`src/rtl/split_rr_burst_arbiter_pkg.sv`:
```
// Shared types for the split round-robin burst arbiter.
package split_arb_pkg;
  typedef enum logic {ARB_IDLE = 1'b0, ARB_BUSY = 1'b1} arb_state_e;
endpackage

```
`src/rtl/split_rr_burst_arbiter_if.sv`:
```
// Requester-side and consumer-side signals of the arbiter, grouped for port connection.
interface split_rr_burst_arbiter_if #(
  parameter int N = 4,
  parameter int W = 16
);
  localparam int IDXW = (N > 1) ? $clog2(N) : 1;

  logic [N-1:0]    req;
  logic [N-1:0]    last;
  logic [N*W-1:0]  data;
  logic [N-1:0]    ack;
  logic            out_valid;
  logic            out_ready;
  logic [IDXW-1:0] out_idx;
  logic [W-1:0]    out_data;
  logic            out_last;

  modport master (
    output req, last, data, out_ready,
    input  ack, out_valid, out_idx, out_data, out_last
  );

  modport slave (
    input  req, last, data, out_ready,
    output ack, out_valid, out_idx, out_data, out_last
  );
endinterface

```
`src/rtl/split_rr_burst_arbiter_rr_pick.sv`:
```
// Rotating-priority picker: first set request bit scanning from i_ptr upward with wrap.
module rr_pick #(
  parameter int N = 4,
  localparam int IDXW = (N > 1) ? $clog2(N) : 1
) (
  input  logic [N-1:0]    i_req,
  input  logic [IDXW-1:0] i_ptr,
  output logic            o_found,
  output logic [IDXW-1:0] o_idx
);
  logic [N-1:0] w_rot;
  int           w_sum;

  // Bit j of w_rot is request (ptr + j) mod N.
  assign w_rot = N'({i_req, i_req} >> i_ptr);

  always_comb begin
    o_found = 1'b0;
    o_idx   = '0;
    w_sum   = 0;
    for (int j = N - 1; j >= 0; j--) begin
      if (w_rot[j]) begin
        w_sum = int'(i_ptr) + j;
        if (w_sum >= N) w_sum = w_sum - N;
        o_found = 1'b1;
        o_idx   = IDXW'(w_sum);
      end
    end
  end
endmodule

```
`src/rtl/split_rr_burst_arbiter.sv`:
```
// Round-robin arbiter with burst locking; one granted requester drives the output
// channel until its last beat or the MAX_BURST-th beat.
module split_rr_burst_arbiter
  import split_arb_pkg::*;
#(
  parameter int N         = 4,
  parameter int W         = 16,
  parameter int MAX_BURST = 4
) (
  input  logic                    clk,
  input  logic                    rst,
  split_rr_burst_arbiter_if.slave bus
);
  localparam int IDXW = (N > 1) ? $clog2(N) : 1;
  localparam int CNTW = $clog2(MAX_BURST + 1);

  typedef struct packed {
    logic            busy;
    logic [IDXW-1:0] idx;
    logic [CNTW-1:0] cnt;
  } grant_t;

`ifdef ENABLE_SPLIT_VAR
  (* split_var *) grant_t r_grant;
`else
  grant_t r_grant;
`endif

  arb_state_e      r_state, w_state_nxt;
  logic [IDXW-1:0] r_ptr, w_ptr_nxt, w_idx_nxt;
  logic [CNTW-1:0] w_cnt_nxt;
  logic [IDXW-1:0] w_pick_ptr, w_pick_idx;
  logic [N-1:0]    w_pick_req, w_gnt_oh;
  logic            w_pick_found, w_active, w_valid, w_last, w_xfer;

  function automatic logic [IDXW-1:0] inc_mod(input logic [IDXW-1:0] v);
    return (int'(v) == N - 1) ? '0 : v + IDXW'(1);
  endfunction

  // Outputs are gated by rst so an in-flight burst never acks during reset.
  assign w_gnt_oh = N'(1) << r_grant.idx;
  assign w_active = r_grant.busy & ~rst;
  assign w_valid  = w_active & |(bus.req & w_gnt_oh);
  assign w_last   = w_active & (|(bus.last & w_gnt_oh) |
                                (r_grant.cnt == CNTW'(MAX_BURST - 1)));
  assign w_xfer   = w_valid & bus.out_ready;

  // Handover scan starts after the current owner and never re-picks it.
  assign w_pick_ptr = (r_state == ARB_IDLE) ? r_ptr : inc_mod(r_grant.idx);
  assign w_pick_req = (r_state == ARB_IDLE) ? bus.req : (bus.req & ~w_gnt_oh);

  rr_pick #(.N(N)) u_pick (
    .i_req   (w_pick_req),
    .i_ptr   (w_pick_ptr),
    .o_found (w_pick_found),
    .o_idx   (w_pick_idx)
  );

  always_comb begin
    w_state_nxt = r_state;
    w_idx_nxt   = r_grant.idx;
    w_cnt_nxt   = r_grant.cnt;
    w_ptr_nxt   = r_ptr;
    case (r_state)
      ARB_IDLE: begin
        if (w_pick_found) begin
          w_state_nxt = ARB_BUSY;
          w_idx_nxt   = w_pick_idx;
          w_cnt_nxt   = '0;
        end
      end
      ARB_BUSY: begin
        if (w_xfer) begin
          if (w_last) begin
            w_ptr_nxt = inc_mod(r_grant.idx);
            w_cnt_nxt = '0;
            if (w_pick_found) w_idx_nxt = w_pick_idx;
            else              w_state_nxt = ARB_IDLE;
          end else begin
            w_cnt_nxt = r_grant.cnt + CNTW'(1);
          end
        end
      end
      default: w_state_nxt = ARB_IDLE;
    endcase
  end

  always_ff @(posedge clk) begin
    if (rst) begin
      r_state      <= ARB_IDLE;
      r_grant.busy <= 1'b0;
    end else begin
      r_state      <= w_state_nxt;
      r_grant.busy <= (w_state_nxt == ARB_BUSY);
    end
  end

  always_ff @(posedge clk) begin
    if (rst) r_grant.idx <= '0;
    else     r_grant.idx <= w_idx_nxt;
  end

  always_ff @(posedge clk) begin
    if (rst) r_grant.cnt <= '0;
    else     r_grant.cnt <= w_cnt_nxt;
  end

  always_ff @(posedge clk) begin
    if (rst) r_ptr <= '0;
    else     r_ptr <= w_ptr_nxt;
  end

  always_comb begin
    bus.ack       = w_xfer ? w_gnt_oh : '0;
    bus.out_valid = w_valid;
    bus.out_last  = w_last;
    bus.out_idx   = w_active ? r_grant.idx : '0;
    bus.out_data  = '0;
    for (int k = 0; k < N; k++) begin
      if (w_active && (r_grant.idx == IDXW'(k))) bus.out_data = bus.data[k*W +: W];
    end
  end
endmodule

```
`src/flat_wrapper.sv`:
```
// flat-port wrapper written by rule: the top's interface ports become plain ports
module split_rr_burst_arbiter_flat import split_arb_pkg::*;
#(
  parameter int N         = 4,
  parameter int W         = 16,
  parameter int MAX_BURST = 4
)
  (clk, rst, bus_req, bus_last, bus_data, bus_out_ready, bus_ack, bus_out_valid, bus_out_idx, bus_out_data, bus_out_last);
  split_rr_burst_arbiter_if #(.N(N), .W(W)) bus_i ();
  input  logic clk;
  input  logic rst;
  input wire logic [$bits(bus_i.req)-1:0] bus_req;
  input wire logic [$bits(bus_i.last)-1:0] bus_last;
  input wire logic [$bits(bus_i.data)-1:0] bus_data;
  input wire logic [$bits(bus_i.out_ready)-1:0] bus_out_ready;
  output wire logic [$bits(bus_i.ack)-1:0] bus_ack;
  output wire logic [$bits(bus_i.out_valid)-1:0] bus_out_valid;
  output wire logic [$bits(bus_i.out_idx)-1:0] bus_out_idx;
  output wire logic [$bits(bus_i.out_data)-1:0] bus_out_data;
  output wire logic [$bits(bus_i.out_last)-1:0] bus_out_last;
  assign bus_i.req = bus_req;
  assign bus_i.last = bus_last;
  assign bus_i.data = bus_data;
  assign bus_i.out_ready = bus_out_ready;
  assign bus_ack = bus_i.ack;
  assign bus_out_valid = bus_i.out_valid;
  assign bus_out_idx = bus_i.out_idx;
  assign bus_out_data = bus_i.out_data;
  assign bus_out_last = bus_i.out_last;
  split_rr_burst_arbiter #(.N(N), .W(W), .MAX_BURST(MAX_BURST)) u_core (.clk(clk), .rst(rst), .bus(bus_i));
endmodule
```
`config.mk`:
```
export PLATFORM = sky130hd
export DESIGN_NAME = split_rr_burst_arbiter_flat
export DESIGN_NICKNAME = d
export VERILOG_FILES = /design/src/rtl/split_rr_burst_arbiter_pkg.sv /design/src/rtl/split_rr_burst_arbiter_if.sv /design/src/rtl/split_rr_burst_arbiter_rr_pick.sv /design/src/rtl/split_rr_burst_arbiter.sv /design/src/flat_wrapper.sv
export SDC_FILE = /design/constraint.sdc
export NUM_CORES = 1
export LEC_CHECK = 0
export ABC_CLOCK_PERIOD_IN_PS = 2500
export CORE_MARGIN = 1.5
export CORE_UTILIZATION = 33
export DETAILED_ROUTE_END_ITERATION = 16
export PLACE_DENSITY = 0.92
export REMOVE_ABC_BUFFERS = 1
export SLEW_MARGIN = 40
export SYNTH_ARGS = -nofsm -noshare
export SYNTH_HDL_FRONTEND = slang
export SYNTH_SLANG_ARGS = --single-unit
```
`constraint.sdc`:
```
create_clock -name clk -period 2.5 [get_ports clk]
set_input_delay 0.5 -clock clk [delete_from_list [all_inputs] [get_ports clk]]
set_output_delay 0.5 -clock clk [all_outputs]
set_load 0.01 [all_outputs]
```
**Word level (Yosys, flattened, before mapping)**

Index checks and enable logic that the tools add are counted.

- Output and inout bits: 24
- Input bits: 75
- Register bits: 8
- Logic and storage cells: 81

- Mux-type cells: 33
- Shift-type cells: 2
- Equality and inequality tests: 8
- $add $sub $neg: 9
- Order comparisons: 4
- Reductions and logical operators: 10
- Bitwise operators: 11

Operators by type and width:

| kind | count |
|---|---|
| $mux 16 | 4 |
| $mux 2 | 14 |
| $and 4x4->4 | 3 |
| $ge 3x3->1 const B | 3 |
| $mux 3 | 3 |
| $mux 4 | 2 |
| $reduce_or 4->1 | 2 |
| $shr 8x2->4 | 1 |
| $sub 2x1->2 const B | 4 |
| $mux 1 | 7 |
| $add 2x2->3 const B | 2 |
| $ne 2x2->1 const B | 3 |
| $pmux 3 s2 | 1 |
| $and 1x1->1 | 4 |
| $eq 2x1->1 const B | 2 |
| $eq 2x2->1 const B | 2 |
| $logic_and 1x1->1 | 4 |
| $not 4->4 | 1 |
| $pmux 2 s2 | 1 |
| $reduce_and 2->1 | 2 |
| $shl 1x2->4 const A | 1 |
| $add 2x1->3 const B | 1 |
| $add 3x1->3 const B | 1 |
| $eq 3x2->1 const B | 1 |
| 7 further kinds | 8 |

**Longest topological paths before layout**

Gate-level depths: netlist of the first run.

- Depth in word-level cells: 14
- Mapped depth: 9
- Mapped depth without buffers: 7

**By module**

Synthesis of the first run repeated with hierarchy kept, for this count alone.

- Cell total of the unflattened synthesis: 166
- Area, all modules: 1137.3 sq um

By module, submodules not included:

| module | cells an instance | times used | area an instance (sq um) |
|---|---|---|---|
| split_rr_burst_arbiter | 151 | 1 | 1059.8 |
| rr_pick | 15 | 1 | 77.6 |

**Least setup slack after synthesis of the first run**

No wires, ideal clock.

- Kind: input-to-output
- From: input rst
- To: output bus_out_data[10]
- Data required time: 2.000 ns
- Slack: 0.274 ns
- Buffers on the path: 3
- Arrival: 1.726 ns
- Stages on the path: 8
- Path through: buf_4 and4bb_2 clkbuf_2 buf_2 a22oi_1 nor2_1 a21oi_1 o21ai_0

- Cells in the longest elaborated chain, start to end: 7

RTL lines:

| item | RTL line | RTL |
|---|---|---|
| start: declaration | flat_wrapper.sv:11 | `input logic rst;` |
| $not 1->1 (*) | split_rr_burst_arbiter.sv:42 | `assign w_active = r_grant.busy & ~rst;` |
| $and 1x1->1 (*) | split_rr_burst_arbiter.sv:42 |  |
| $logic_and 1x1->1 | split_rr_burst_arbiter.sv:120 | `if (w_active && (r_grant.idx == IDXW'(k))) bus.out_data = bus.data[k*W +: W];` |
| $mux 16 (3 in a row) | split_rr_burst_arbiter.sv:120 |  |
| $mux 16 (*) | split_rr_burst_arbiter.sv:120 |  |
| end: declaration | flat_wrapper.sv:19 | `output wire logic [$bits(bus_i.out_data)-1:0] bus_out_data;` |

Every way passes the cells marked *; elsewhere a longest branch is shown, timed or not.

**Final worst setup path of the first run**

- From: register u_core.r_grant[3] (netlist name)
- To: output bus_out_data[11]

- Cells in the longest elaborated chain, start to end: 6

RTL lines:

| item | RTL line | RTL |
|---|---|---|
| start: declaration | split_rr_burst_arbiter.sv:26 | `grant_t r_grant;` |
| $logic_not 2->1 | split_rr_burst_arbiter.sv:120 |  |
| $logic_and 1x1->1 | split_rr_burst_arbiter.sv:120 |  |
| $mux 16 (3 in a row) | split_rr_burst_arbiter.sv:120 |  |
| $mux 16 (*) | split_rr_burst_arbiter.sv:120 |  |

Marked as above.

==> results of run 1 <==
[cell families after synthesis]
logic type	after synthesis
adders and majority gates	6
buffers and inverters	19
DFF	8
and+or+nand+nor	68
AOI/OAI and AO/OA	76
muxes	4
[cells in the mapped netlist, types with 4 or more instances]
cell,instances
a22oi_1,16
a21oi_1,19
inv_1,4
nand2_1,25
buf_2,5
clkbuf_1,4
nor2_1,22
and2_1,5
ha_1,6
dfxtp_1,8
o21ai_0,18
and3_1,4
[repair_timing]
item	in CTS	in global routing
resized for setup	33	47
setup endpoints to repair	24	17
pin swaps	2	3
gates cloned	0	0
[metrics by stage]
step / power [mW] / utilization, % / worst slack, ns / area, um2 / hold WS (ns)
after floorplan: 0.300 / - / 0.107 / 1110 / 0.439
after global placement: 0.543 / 68.8 / -0.462 / 2350 / 0.446
after detailed placement: 0.555 / 68.8 / -0.539 / 2350 / 0.453
after CTS: 0.646 / 69.3 / -0.00669 / 2370 / 0.461
after global routing: 0.703 / 70.1 / 0.00428 / 2400 / 0.491
final: 0.661 / 70.1 / 0.0566 / 2400 / 0.458
[worst register-to-register path, cell delays in order (launching register included)]
cell      delay (ns)
dfxtp_4         0.36
buf_4           0.16
ha_4            0.18
buf_4           0.14
a21boi_1        0.25
nor4_1          0.16
a211o_1         0.32
a211o_1         0.27
a21oi_2         0.11
[flip-flops by register name, indices dropped and copies added, names as in the netlist]
name / flops
u_core.r_grant: 6
u_core.r_ptr: 2
[cells in the final DEF (no fill, tap or decap), types with 3 or more instances in the layout]
| cell | count |
|---|---|
| a21boi_1 | 3 |
| a21oi_1 | 19 |
| a22oi_1 | 9 |
| a22oi_2 | 7 |
| and2_1 | 5 |
| and3_1 | 4 |
| buf_12 | 3 |
| buf_4 | 18 |
| clkbuf_2 | 13 |
| clkbuf_4 | 3 |
| clkdlybuf4s50_1 | 75 |
| dfxtp_1 | 6 |
| dlygate4sd2_1 | 7 |
| ha_4 | 4 |
| mux2i_1 | 3 |
| nand2_1 | 25 |
| nor2_1 | 22 |
| o21ai_0 | 14 |
| o21ai_1 | 7 |
[layout make-up]
cell class,count,share of cell area (%)
Clock buffer,3,0.940
Inverter,4,0.627
Multi-Input combinational cell,154,42.9
Sequential cell,8,6.89
Tap cell,46,2.40
Timing Repair Buffer,120,46.3
[per-layer routing]
layer	part of all wire, %	GRT usage, %
met5	0	0
met4	2.1	7.22
met3	6.9	5.71
met2	53	46.9
met1	38	26.3
[where the power goes]
| part | total [mW] | internal [mW] | leakage [nW] | switching (mW) |
|---|---|---|---|---|
| clock network | 0.101 | 0.0551 | 0.0138 | 0.0464 |
| registers | 0.141 | 0.135 | 0.0663 | 0.00595 |
| logic | 0.419 | 0.242 | 0.925 | 0.177 |
| total | 0.661 | 0.432 | 1.01 | 0.229 |
[worst max-delay path by stage]
stage | startpoint | slack, ns | cells past startpoint | end
final | u_core.r_grant[3] | 0.06 | 9 | bus_out_data[11]
after global routing | bus_last[0] | 0.004 | 5 | bus_out_last
after CTS | u_core.r_grant[4] | -0.007 | 9 | bus_out_data[10]
after detailed placement | rst | -0.54 | 8 | bus_out_data[7]
after global placement | rst | -0.46 | 8 | bus_out_data[7]
after floorplan | u_core.r_grant[5] | 0.11 | 3 | bus_out_data[0]
==> run_summary.xml, run 1 <==
<?xml version="1.0" encoding="UTF-8"?>
<metrics>
  <group name="synth">
    <metric name="muxShareOfSynthArea" unit="%">3.77</metric>
    <metric name="syn-cell-area" unit="mm2">0.00119</metric>
    <metric name="post_synth_fa_ha_maj_area_fraction" unit="%">6.29</metric>
    <metric name="synth_async_sr_flop_share" unit="%">0</metric>
    <metric name="synth_top_family_by_area" unit="">compound AO/OA/AOI/OAI gates</metric>
    <metric name="yosys_register_bits" unit="">8</metric>
    <metric name="synth.avg_cell_area" unit="um2">6.59</metric>
    <metric name="synth_top_flop_cell" unit="">dfxtp_1</metric>
    <metric name="synth_enable_flop_cells" unit="">0</metric>
    <metric name="yosysSeqAreaShare" unit="%">13.4</metric>
    <metric name="dominant_cell_type_by_area_after_synthesis" unit="">dfxtp_1</metric>
    <metric name="synth-compound-area-share" unit="%">41.4</metric>
    <metric name="synthSimpleGateAreaFrac" unit="%">26.8</metric>
    <metric name="yosys_warns" unit="">0</metric>
    <metric name="synth_cell_types" unit="">43</metric>
    <metric name="synth_largest_type_area_fraction" unit="%">13.4</metric>
    <metric name="postSynthCellCount" unit="">181</metric>
    <metric name="yosys.area_share.xor_xnor" unit="%">0</metric>
    <metric name="synth_area_leaders" unit="">dfxtp_1, a22oi_1, a21oi_1, nand2_1, o21ai_0</metric>
  </group>
  <group name="worst_hold_path">
    <metric name="worst_hold_path.num_cells" unit="">2</metric>
    <metric name="hold_start" unit="">u_core.r_grant[2]</metric>
    <metric name="hold_class" unit="">flop to flop</metric>
    <metric name="worstHoldEndpoint" unit="">u_core.r_grant[2]</metric>
  </group>
  <group name="timing">
    <metric name="highest_attainable_clock_frequency" unit="MHz">409</metric>
    <metric name="fin_crit" unit="ns">2.44</metric>
    <metric name="unrepaired_setup_endpoints_after_global_routing" unit="">false</metric>
    <metric name="fin_crit_sh" unit="%">97.7</metric>
    <metric name="fin_worst_skew" unit="ns">0.00417</metric>
    <metric name="slew_worst_pin" unit="ns">0.533</metric>
    <metric name="relSlewSlack" unit="%">64.1</metric>
    <metric name="finalSetupViolations" unit="">0</metric>
    <metric name="final_hold_violation_count" unit="">0</metric>
    <metric name="finalMaxSlewViolations" unit="">0</metric>
    <metric name="setup_tns_final" unit="ns">0</metric>
  </group>
  <group name="power">
    <metric name="power-per-cell-area" unit="mW/mm2">276</metric>
    <metric name="leakagePower" unit="nW">1.01</metric>
    <metric name="power.ir.vdd_worst" unit="uV">268</metric>
  </group>
  <group name="clock_network">
    <metric name="post_cts.repair.setup_buffers" unit="">0</metric>
    <metric name="clk_path_buf_depth" unit="">2</metric>
    <metric name="numClockSinks" unit="">8</metric>
    <metric name="cts_htree_levels" unit="">1</metric>
    <metric name="cts_root_buf" unit="">clkbuf_4</metric>
    <metric name="cts_buffers" unit="">3</metric>
    <metric name="clk-insertion-delay-late" unit="ns">0.26</metric>
    <metric name="clkTransAtPathRegs" unit="ns">0.06</metric>
    <metric name="clock_tree_from_tritoncts" unit="">done</metric>
    <metric name="post_cts_hold_buffer_count" unit="">0</metric>
  </group>
  <group name="job">
    <metric name="max-cap-violations" unit="">0</metric>
  </group>
  <group name="setup_path">
    <metric name="crit_fanout" unit="">16</metric>
    <metric name="worstSetupEndpointType" unit="">primary output</metric>
    <metric name="crit_slowest_cell" unit="">dfxtp_4</metric>
    <metric name="ff2ff_path_depth" unit="">8</metric>
    <metric name="cell_family_contributing_the_most_delay_on_the_critical_path" unit="">buffers and inverters</metric>
    <metric name="critPathLaunchType" unit="">flop</metric>
    <metric name="critical_path_required" unit="ns">2.00</metric>
    <metric name="critical_path.reg2reg.startpoint" unit="">u_core.r_grant[3]</metric>
    <metric name="slowest_stage_delay_on_critical_path" unit="ns">0.37</metric>
    <metric name="cp_data_arrival_time" unit="ns">1.94</metric>
    <metric name="reg2reg_slack" unit="ns">0.49</metric>
    <metric name="timing.critical_path.buf_inv" unit="">3</metric>
    <metric name="crit_chain" unit="">inv_2 &gt; ha_4 &gt; and4bb_2 &gt; buf_12 &gt; a22oi_1 &gt; nor2_1 &gt; a21oi_1 &gt; o21ai_1 &gt; dlygate4sd2_1</metric>
    <metric name="worstReg2RegEnd" unit="">u_core.r_grant[4]</metric>
    <metric name="worst-setup-path-type" unit="">flop to primary output</metric>
  </group>
  <group name="detailed_routing">
    <metric name="avgRoutedWirePerCell" unit="um">15.3</metric>
    <metric name="vias_per_std_cell" unit="">5.27</metric>
    <metric name="ant_nets" unit="">0</metric>
    <metric name="vias" unit="">1766</metric>
    <metric name="dr.pass1.iters" unit="">4</metric>
    <metric name="wire_length_after_detailed_routing" unit="mm">5.14</metric>
    <metric name="detailedRoute.firstIterationViolations" unit="">91</metric>
    <metric name="drc" unit="">0</metric>
  </group>
  <group name="global_routing">
    <metric name="grt_max_degree" unit="">33</metric>
    <metric name="all_layer_gr_usage" unit="%">24.5</metric>
    <metric name="grt.overflow.total" unit="">0</metric>
    <metric name="first_global_vias" unit="">1826</metric>
    <metric name="number_of_antenna_violations_at_the_first_check_in_global_routing" unit="">0</metric>
    <metric name="grt_pass1_wl" unit="mm">8.00</metric>
  </group>
  <group name="final_layout">
    <metric name="drive_gt1_share" unit="%">20.8</metric>
    <metric name="final-instance-count-excl-fill" unit="">335</metric>
    <metric name="final_nets" unit="">372</metric>
    <metric name="num-fill-cells" unit="">282</metric>
    <metric name="n_antenna_cell" unit="">0</metric>
    <metric name="area.growth.synth_to_final" unit="%">101</metric>
    <metric name="multi_input_area" unit="mm2">0.00103</metric>
    <metric name="sequential_cell_area" unit="um2">165</metric>
  </group>
  <group name="run_status">
    <metric name="status" unit="">complete, no violations</metric>
  </group>
  <group name="place">
    <metric name="place.detailed.hpwl" unit="mm">4.14</metric>
    <metric name="gp_routability_congestion" unit="">0.928</metric>
    <metric name="dp.cells" unit="">332</metric>
    <metric name="io_buffers" unit="">98</metric>
  </group>
  <group name="floorplan">
    <metric name="floorplan.initialDensity" unit="%">34.9</metric>
    <metric name="standard_cell_row_count" unit="">21</metric>
    <metric name="die-width" unit="um">63.1</metric>
    <metric name="die_area" unit="mm2">0.00399</metric>
    <metric name="core_area" unit="mm2">0.00342</metric>
    <metric name="ios" unit="">99</metric>
    <metric name="dieHeight" unit="um">63.1</metric>
  </group>
</metrics>
Power figures use the tool's default switching activity.
==> inputs of run 2 (changes only) <==
Settings changed: ABC_CLOCK_PERIOD_IN_PS 2500 to default, CTS_BUF_LIST from default to sky130_fd_sc_hd__clkbuf_4 sky130_fd_sc_hd__clkbuf_8, SLEW_MARGIN 40 to default.
==> results of run 2 <==
Final layout, timing and power as in run 1 (identical DEF).
==> inputs of run 3 (changes only) <==
Settings changed: CORE_UTILIZATION 33 to 36, PLACE_DENSITY 0.92 to 0.95.
Clock period 2.5 ns to 3.08 ns, I/O delays scaled along.
==> run_summary.xml, run 3 (synthesized netlist as in run 1, its figures left out) <==
<?xml version="1.0" encoding="UTF-8"?>
<metrics>
  <group name="run_status">
    <metric name="status" unit="">complete, no violations</metric>
  </group>
  <group name="timing">
    <metric name="unrepaired_setup_endpoints_after_global_routing" unit="">false</metric>
    <metric name="highest_attainable_clock_frequency" unit="MHz">345</metric>
    <metric name="final_hold_violation_count" unit="">0</metric>
    <metric name="fin_crit" unit="ns">2.90</metric>
    <metric name="finalSetupViolations" unit="">0</metric>
    <metric name="fin_crit_sh" unit="%">94.1</metric>
    <metric name="hold-worst-slack" unit="ns">0.462</metric>
    <metric name="relSlewSlack" unit="%">64.6</metric>
    <metric name="slew_worst_pin" unit="ns">0.526</metric>
    <metric name="finalMaxSlewViolations" unit="">0</metric>
    <metric name="layout_setup_ws" unit="ns">0.181</metric>
    <metric name="setup_tns_final" unit="ns">0</metric>
    <metric name="fin_worst_skew" unit="ns">0.00262</metric>
  </group>
  <group name="setup_path">
    <metric name="cp_data_arrival_time" unit="ns">2.28</metric>
    <metric name="crit_fanout" unit="">6</metric>
    <metric name="critPathLaunchType" unit="">primary input</metric>
    <metric name="crit_slowest_cell" unit="">clkdlybuf4s50_1</metric>
    <metric name="timing.critical_path.mode_cell" unit="">clkdlybuf4s50_1</metric>
    <metric name="worstSetupEndpointType" unit="">primary output</metric>
    <metric name="reg2reg_slack" unit="ns">1.08</metric>
    <metric name="crit_chain" unit="">clkdlybuf4s50_1 &gt; a22o_1 &gt; o21a_1 &gt; nand2_1 &gt; nor2_1 &gt; clkdlybuf4s50_1</metric>
    <metric name="worst-setup-path-type" unit="">primary input to primary output</metric>
    <metric name="ff2ff_path_depth" unit="">8</metric>
    <metric name="critical_path_required" unit="ns">2.46</metric>
    <metric name="slowest_stage_delay_on_critical_path" unit="ns">0.55</metric>
  </group>
  <group name="floorplan">
    <metric name="core_area" unit="mm2">0.00310</metric>
    <metric name="standard_cell_row_count" unit="">20</metric>
    <metric name="dieHeight" unit="um">60.6</metric>
    <metric name="ios" unit="">99</metric>
    <metric name="die-width" unit="um">60.6</metric>
    <metric name="die_area" unit="mm2">0.00367</metric>
    <metric name="floorplan.initialDensity" unit="%">38.5</metric>
  </group>
  <group name="detailed_routing">
    <metric name="vias_per_std_cell" unit="">5.37</metric>
    <metric name="ant_nets" unit="">0</metric>
    <metric name="detailedRoute.firstIterationViolations" unit="">121</metric>
    <metric name="avgRoutedWirePerCell" unit="um">14.7</metric>
    <metric name="drc" unit="">0</metric>
    <metric name="wire_length_after_detailed_routing" unit="mm">4.76</metric>
    <metric name="vias" unit="">1741</metric>
    <metric name="dr.pass1.iters" unit="">4</metric>
  </group>
  <group name="final_layout">
    <metric name="final-instance-count-excl-fill" unit="">324</metric>
    <metric name="biggestRegsByFlops" unit="">u_core.r_grant: 6 flops, u_core.r_ptr: 2 flops</metric>
    <metric name="n_antenna_cell" unit="">0</metric>
    <metric name="area.growth.synth_to_final" unit="%">93.0</metric>
    <metric name="flip_flop_count_of_the_largest_register_all_copies_and_words_added" unit="">6</metric>
    <metric name="layout_common_cells" unit="">clkdlybuf4s50_1, nand2_1, nor2_1</metric>
    <metric name="registers.top_by_ff_count" unit="">u_core.r_grant</metric>
    <metric name="final_nets" unit="">363</metric>
    <metric name="drive_gt1_share" unit="%">8.21</metric>
    <metric name="most_common_library_cell_in_the_layout_ignoring_fill_and_taps" unit="">clkdlybuf4s50_1</metric>
  </group>
  <group name="clock_network">
    <metric name="post_cts.repair.setup_buffers" unit="">0</metric>
    <metric name="post_cts_hold_buffer_count" unit="">0</metric>
    <metric name="clock_tree_from_tritoncts" unit="">done</metric>
    <metric name="clk-insertion-delay-late" unit="ns">0.27</metric>
    <metric name="cts_htree_levels" unit="">1</metric>
    <metric name="clk_path_buf_depth" unit="">2</metric>
    <metric name="clkTransAtPathRegs" unit="ns">0.06</metric>
    <metric name="numClockSinks" unit="">8</metric>
    <metric name="cts_buffers" unit="">3</metric>
    <metric name="cts_root_buf" unit="">clkbuf_4</metric>
  </group>
  <group name="worst_hold_path">
    <metric name="hold_class" unit="">flop to flop</metric>
    <metric name="worst_hold_path.num_cells" unit="">2</metric>
  </group>
  <group name="global_routing">
    <metric name="grt.overflow.total" unit="">0</metric>
    <metric name="grt_pass1_wl" unit="mm">6.99</metric>
    <metric name="number_of_antenna_violations_at_the_first_check_in_global_routing" unit="">0</metric>
    <metric name="all_layer_gr_usage" unit="%">24.8</metric>
    <metric name="grt_max_degree" unit="">33</metric>
    <metric name="first_global_vias" unit="">1506</metric>
  </group>
  <group name="place">
    <metric name="gp_routability_congestion" unit="">0.959</metric>
    <metric name="io_buffers" unit="">98</metric>
    <metric name="dp.cells" unit="">321</metric>
    <metric name="place.detailed.hpwl" unit="mm">3.89</metric>
    <metric name="place_worst_setup_slack" unit="ns">-0.209</metric>
  </group>
  <group name="power">
    <metric name="power.share.switching" unit="%">34.5</metric>
    <metric name="switching_power" unit="mW">0.177</metric>
    <metric name="part_of_the_power_in_registers" unit="%">22.5</metric>
    <metric name="leakagePower" unit="nW">0.981</metric>
    <metric name="power_report.internal_total" unit="mW">0.336</metric>
    <metric name="clock_power_share" unit="%">17.5</metric>
    <metric name="power.ir.vdd_worst" unit="uV">193</metric>
    <metric name="power-per-cell-area" unit="mW/mm2">223</metric>
    <metric name="power.share.combinational" unit="%">59.9</metric>
  </group>
  <group name="job">
    <metric name="max-cap-violations" unit="">0</metric>
  </group>
</metrics>
==> run 3: stage by stage <==
stage               util (%)  total power [mW]  cell area, um2
CTS                     74.0             0.514            2300
floorplan                  -             0.243            1110
global placement        73.9             0.428            2290
finish                  74.2             0.514            2300
detailed placement      73.9             0.436            2290
global route            74.2             0.547            2300
==> run 3: worst paths after layout <==
check | endpoint | start
worst min register to register | u_core.r_grant[1] | u_core.r_grant[1]
worst min-delay path | u_core.r_grant[1] | u_core.r_grant[1]
worst max-delay path | bus_ack[0] | bus_req[0]
worst max register to register | u_core.r_ptr[0] | u_core.r_grant[3]
==> run 3: layout make-up <==
| type | count | area, um2 |
|---|---|---|
| clock buffer | 3 | 22.5 |
| timing repair buffer | 111 | 1110 |
| fill | 262 | 800 |
| inverter | 4 | 15.0 |
| multi-input combinational | 154 | 938 |
| tap | 44 | 55.1 |
| sequential | 8 | 161 |
==> run 3: per-layer routing <==
metal / track usage (%) / vias to the layer above / wire [um]
met4: 6.52 / 0 / 80
met1: 29.4 / 795 / 1770
met2: 45.6 / 82 / 2440
met5: 0 / - / 0
met3: 4.48 / 9 / 464
li1: - / 855 / -
==> run 3: critical path, delay by kind of cell <==
kind | cells | cell delay, ns
AOI/OAI and AO/OA | 2 | 0.39
buffers and inverters | 2 | 1.09
and+or+nand+nor | 2 | 0.19
==> run 3: repair_timing <==
action,in CTS,in global routing
setup endpoints to repair,16,11
pin swaps,0,1
resized for setup,16,4
==> run 3: power groups by stage <==
stage	clock (mW)	combinational (mW)	sequential, mW
2_1_floorplan	0	0.126	0.118
3_3_place_gp	0	0.311	0.117
3_5_place_dp	0	0.319	0.117
4_1_cts	0.0932	0.306	0.115
5_1_grt	0.0955	0.335	0.117
6_report	0.0901	0.308	0.116
